## src/rtl/adder16_seq.sv

```systemverilog
// Wide add/subtract sequencer: one 4-bit adder slice processes one nibble per
// clock, LSB first, with the inter-nibble carry held in a register.

module adder4 (
    input  logic [3:0] a,
    input  logic [3:0] b,
    input  logic       ci,
    output logic [3:0] s,
    output logic       co
);
    assign {co, s} = 5'(a) + 5'(b) + 5'(ci);
endmodule

module adder16_seq #(
    parameter int unsigned WIDTH = 16
) (
    input  logic             in_clk,
    input  logic             in_rst_n,
    input  logic             in_valid,
    output logic             out_ready,
    input  logic [WIDTH-1:0] in_a,
    input  logic [WIDTH-1:0] in_b,
    input  logic             in_c,
    input  logic             in_sub,
    output logic             out_valid,
    input  logic             in_ready,
    output logic [WIDTH-1:0] out_sum,
    output logic             out_c,
    output logic             out_ovf
);
    localparam int unsigned NIBBLES = WIDTH / 4;
    localparam int unsigned IDX_W   = $clog2(NIBBLES);
    localparam logic [IDX_W-1:0] LAST_IDX = IDX_W'(NIBBLES - 1);

    typedef enum logic [1:0] {S_IDLE, S_RUN, S_DONE} state_t;

    state_t           state_q, state_d;
    logic [WIDTH-1:0] a_q, b_q, sum_q;
    logic [IDX_W-1:0] idx_q;
    logic             carry_q, c_q, ovf_q;
    logic             accept_c, step_c, last_c;
    logic [3:0]       a_nib, b_nib, s_nib;
    logic             co_nib;

    // State register
    always_ff @(posedge in_clk) begin
        if (!in_rst_n) state_q <= S_IDLE;
        else           state_q <= state_d;
    end

    // Next-state and datapath strobes
    always_comb begin
        state_d  = state_q;
        accept_c = 1'b0;
        step_c   = 1'b0;
        last_c   = (idx_q == LAST_IDX);
        case (state_q)
            S_IDLE: begin
                if (in_valid) begin
                    accept_c = 1'b1;
                    state_d  = S_RUN;
                end
            end
            S_RUN: begin
                step_c = 1'b1;
                if (last_c) state_d = S_DONE;
            end
            S_DONE: begin
                if (in_ready) state_d = S_IDLE;
            end
            default: state_d = S_IDLE;
        endcase
    end

    // The single slice sees the nibble selected by the running index
    assign a_nib = 4'(a_q >> {idx_q, 2'b00});
    assign b_nib = 4'(b_q >> {idx_q, 2'b00});

    adder4 u_slice (
        .a  (a_nib),
        .b  (b_nib),
        .ci (carry_q),
        .s  (s_nib),
        .co (co_nib)
    );

    // Operand capture, nibble sequencing and result assembly
    always_ff @(posedge in_clk) begin
        if (!in_rst_n) begin
            a_q     <= '0;
            b_q     <= '0;
            sum_q   <= '0;
            idx_q   <= '0;
            carry_q <= 1'b0;
            c_q     <= 1'b0;
            ovf_q   <= 1'b0;
        end else begin
            if (accept_c) begin
                a_q     <= in_a;
                b_q     <= in_sub ? ~in_b : in_b;
                carry_q <= in_sub ? 1'b1 : in_c;
                idx_q   <= '0;
            end
            if (step_c) begin
                for (int unsigned i = 0; i < NIBBLES; i++) begin
                    if (idx_q == IDX_W'(i)) sum_q[4*i +: 4] <= s_nib;
                end
                carry_q <= co_nib;
                if (last_c) begin
                    c_q   <= co_nib;
                    // a^b^sum at the MSB recovers the carry into the MSB
                    ovf_q <= a_q[WIDTH-1] ^ b_q[WIDTH-1] ^ s_nib[3] ^ co_nib;
                end else begin
                    idx_q <= idx_q + IDX_W'(1);
                end
            end
        end
    end

    assign out_ready = (state_q == S_IDLE);
    assign out_valid = (state_q == S_DONE);
    assign out_sum   = sum_q;
    assign out_c     = c_q;
    assign out_ovf   = ovf_q;
endmodule

```

## config.mk

```make
export PLATFORM = sky130hd
export DESIGN_NAME = adder16_seq
export DESIGN_NICKNAME = d
export VERILOG_FILES = /design/src/rtl/adder16_seq.sv
export SDC_FILE = /design/constraint.sdc
export NUM_CORES = 1
export LEC_CHECK = 0
export ABC_CLOCK_PERIOD_IN_PS = 3400
export CORE_MARGIN = 2
export CORE_UTILIZATION = 50
export DETAILED_ROUTE_END_ITERATION = 6
export PLACE_DENSITY = 0.81
export SYNTH_ARGS = -nofsm -noshare
export SYNTH_HDL_FRONTEND = slang
export SYNTH_SLANG_ARGS = --single-unit
```

## constraint.sdc

```tcl
create_clock -name in_clk -period 3.4 [get_ports in_clk]
set_input_delay 0.51 -clock in_clk [delete_from_list [all_inputs] [get_ports in_clk]]
set_output_delay 0.51 -clock in_clk [all_outputs]
set_load 0.02 [all_outputs]
```

==> Implementation_results.wiki <==
{| class="wikitable"
! Metric !! Value
|-
| Critical Path, Cell by Cell || buf_4 > mux4_2 > ha_1 > a21o_1 > a21oi_2 > xor2_2 > o21ai_0 > and2_1
|-
| Switching power share of the total || 0.266
|-
| FP Rows || 26
|-
| Async SR Flop Fraction || 0
|-
| Via density per instance || 5.09
|-
| Total clock buffers created by CTS || 5
|-
| Share of total power in combinational logic || 0.201
|-
| Top cells by count, synth || sky130_fd_sc_hd__nand2_1, sky130_fd_sc_hd__dfxtp_1, sky130_fd_sc_hd__a21boi_0, sky130_fd_sc_hd__xnor2_1, sky130_fd_sc_hd__o211a_1
|-
| Total of max-cap violations || 0
|-
| Peak Freq || 0.390 GHz
|-
| Final hold violation count || 0
|-
| Hold-fix buffers at CTS || 0
|-
| Synthesized netlist net count || 328
|-
| Kind of start point of the critical path || register
|-
| Cell type with the highest aggregate area in the netlist || sky130_fd_sc_hd__dfxtp_1
|-
| Net total in the final layout || 377
|-
| Internal power || 0.964 mW
|-
| Die H || 76.8 um
|-
| Antenna diode count || 0
|-
| Worst Tran Pin Value || 749 ps
|-
| Switching power total || 0.350 mW
|-
| Share of total power in sequential cells || 0.541
|-
| Count of flip-flops with a built-in enable after synthesis || 0
|-
| 1st-pass router iterations || 4
|-
| Maximum number of pins on one net before global-route repair || 57
|-
| Share of final-layout standard cells stronger than drive strength 1 || 0.0695
|-
| Unrepaired setup endpoints after global routing || false
|-
| Critical path class || reg2reg
|-
| Buffers inserted by post-CTS timing repair || 0
|-
| Number of cells produced by synthesis || 281
|-
| Clock Skews || 5.18 ps
|-
| Max-slew violations || 0
|-
| Cell area after technology mapping || 2650 um2
|-
| Synthesis warning total || 0
|-
| Power density normalized to cell area || 396 nW/um2
|-
| Cell types occupying the most area after synthesis || sky130_fd_sc_hd__dfxtp_1, sky130_fd_sc_hd__nand2_1, sky130_fd_sc_hd__o211a_1
|-
| Clock period minus worst slack || 2560 ps
|-
| CTS Buffer Depth || 2
|-
| Ys flop type || sky130_fd_sc_hd__dfxtp_1
|-
| TritonCTS clock tree || yes
|-
| Arrival time worst endpoint || 2760 ps
|-
| Total design power || 1.31 mW
|-
| Top fanout value on the critical path || 8
|-
| Count of distinct cell types in the synthesized netlist || 33
|-
| Min setup slack post-route || 837 ps
|-
| Layout overhead on the synthesized area || 25.5%
|-
| Cell with the most instances after synthesis || sky130_fd_sc_hd__nand2_1
|-
| Clock network fraction of design power || 0.258
|-
| Aggregate routed wire length || 5240 um
|-
| Static leakage || 1.37 nW
|-
| Die W || 76.8 um
|-
| Die area || 5890 um2
|-
| Run status || finished, final reports clean
|-
| Clock sink total || 55
|-
| Clock-pin slew of the registers on the worst-case setup and hold paths || 90 ps
|-
| RD Place Congestion || 0.967
|-
| Starting density of the core || 0.518
|-
| Worst path slowest cell || sky130_fd_sc_hd__mux4_2
|-
| Tcrit/Tclk final || 0.754
|-
| Number of top-level pins || 58
|-
| Top-area cell type share of the netlist area || 0.416
|-
| Worst min-delay path startpoint || out_sum[4]$_SDFFE_PN0P_
|-
| Startpoint of the lowest-slack register-to-register path || idx_q[0]$_SDFF_PN0_
|-
| Core region area || 5110 um2
|-
| Number of design-rule violations left by the first detailed-router iteration || 92
|-
| Worst relative slew slack || 0.501
|-
| Instance area after placement || 3240 um2
|-
| Via count of the first global-routing pass || 2044
|-
| Root buffer selected by CTS || sky130_fd_sc_hd__clkbuf_8
|-
| Sort of element at the end of the critical path || register
|-
| Number of resized instances in the post-cts repair step || 0
|-
| Residual antenna-violating net count after detailed routing || 0
|-
| Worst setup startpoint || idx_q[0]$_SDFF_PN0_
|-
| Flip-flop and latch count after synthesis || 55
|-
| Clock Latency Late Sink || 300 ps
|-
| Total Routing Usage GR || 0.192
|-
| Deepest level of the CTS H-tree || 2
|-
| Fraction of the yosys area taken by sequential cells || 0.416
|-
| Number of setup violations in the final report || 0
|-
| Design area || 3320 um2
|-
| HP Class || reg2reg
|-
| Via total after detailed routing || 2042
|-
| Per-instance average area after synthesis || 9.42 um2
|-
| VDD IR max || 0.227 mV
|-
| Setup slack at placement || 852 ps
|-
| Fill cell total of the finished layout || 436
|-
| Required arrival time at the worst endpoint || 3600 ps
|-
| Critical Path Max Stage Delay || 550 ps
|-
| Delay-heaviest family, CP || multiplexers
|-
| Hold slack final || 464 ps
|-
| Global-route wire length before repair || 9320 um
|-
| Count of buffers from port buffering || 57
|-
| Half-perimeter wire length after placement || 3980 um
|-
| Wire per inst || 13.1 um
|-
| Residual DRC count || 0
|-
| GRT overflow || 0
|-
| CP Buf/Inv Count || 1
|-
| Initial antenna violation count || 0
|-
| Total negative slack || 0 ps
|}
-- per-stage QoR --
| step | utilization | cells |
|---|---|---|
| 6_report | 0.651 | 401 |
| 3_5_place_dp | 0.634 | 393 |
| 3_3_place_gp | 0.634 | 393 |
| 2_1_floorplan | - | 281 |
| 5_1_grt | 0.651 | 401 |
| 4_1_cts | 0.651 | 401 |
-- sequential cells by signal (all words and copies together), names as in the netlist --
register and count:
out_sum 16, carry_q 1, b_q 16, idx_q 2
out_ovf 1, state_q 2, a_q 16, out_c 1
-- worst paths after layout --
| path | to | slack, ps | cells past startpoint |
|---|---|---|---|
| setup reg to reg | out_sum[11]$_SDFFE_PN0P_ | 840 | 8 |
| setup / recovery | out_sum[11]$_SDFFE_PN0P_ | 840 | 8 |
| hold / removal | out_sum[4]$_SDFFE_PN0P_ | 460 | 2 |
| hold reg to reg | out_sum[4]$_SDFFE_PN0P_ | 460 | 2 |
-- cell usage in the layout, fill, tap and decap left out, drive strengths merged, types with 5 or more instances in the layout --
cell type      instances
o21ai                  8
ha                     7
a21boi                24
and2                  10
nor2b                  6
xnor2                 20
nand3                  7
o211a                 18
mux4                   8
inv                    5
clkdlybuf4s50         57
clkbuf                 5
nand2                 74
nor2                   6
dfxtp                 55
-- power groups by stage --
stage / Clock (mW) / Combinational (mW) / Sequential, mW
after detailed placement: 0 / 0.265 / 0.725
final: 0.339 / 0.265 / 0.711
after global routing: 0.373 / 0.293 / 0.715
after floorplan: 0 / 0.176 / 0.719
after global placement: 0 / 0.260 / 0.724
after CTS: 0.347 / 0.266 / 0.711
-- routing by layer --
metal  track usage  share of wire  wire length, um  vias to the layer above
met3        0.0376          0.038              201                        8
met4        0.0418          0.011               56                        0
met5             0              0                0                        -
met2         0.349           0.51             2660                       50
li1              -              -                -                     1041
met1         0.233           0.44             2320                      943
-- tightest hold or removal path: stages, from the launching register on --
cell and delay [ps]:
sky130_fd_sc_hd__dfxtp_1 320, sky130_fd_sc_hd__nand2_1 40, sky130_fd_sc_hd__a21boi_0 60
-- cells by family (layout without fill, tap and decap cells) --
kind of cell,count (synthesis),in the layout,share of synthesized area
DFF,55,55,0.416
adders and majority gates,9,9,0.0482
and+or+nand+nor,106,106,0.172
xor gates and xnor gates,21,21,0.0723
muxes,9,9,0.0718
buffers and inverters,24,74,0.0482
AOI/OAI and AO/OA,57,57,0.172
-- area by class of cell --
cell class	instances	area, um2	share of cell area
clock inverters	3	15.0	0.00452
multi-input cells	202	1420	0.427
well taps	70	87.6	0.0264
inverters	5	18.8	0.00565
flip-flops and latches	55	1100	0.331
clock buffers	5	68.8	0.0207
repair buffers	61	613	0.184
Power figures use the tool's default switching activity.
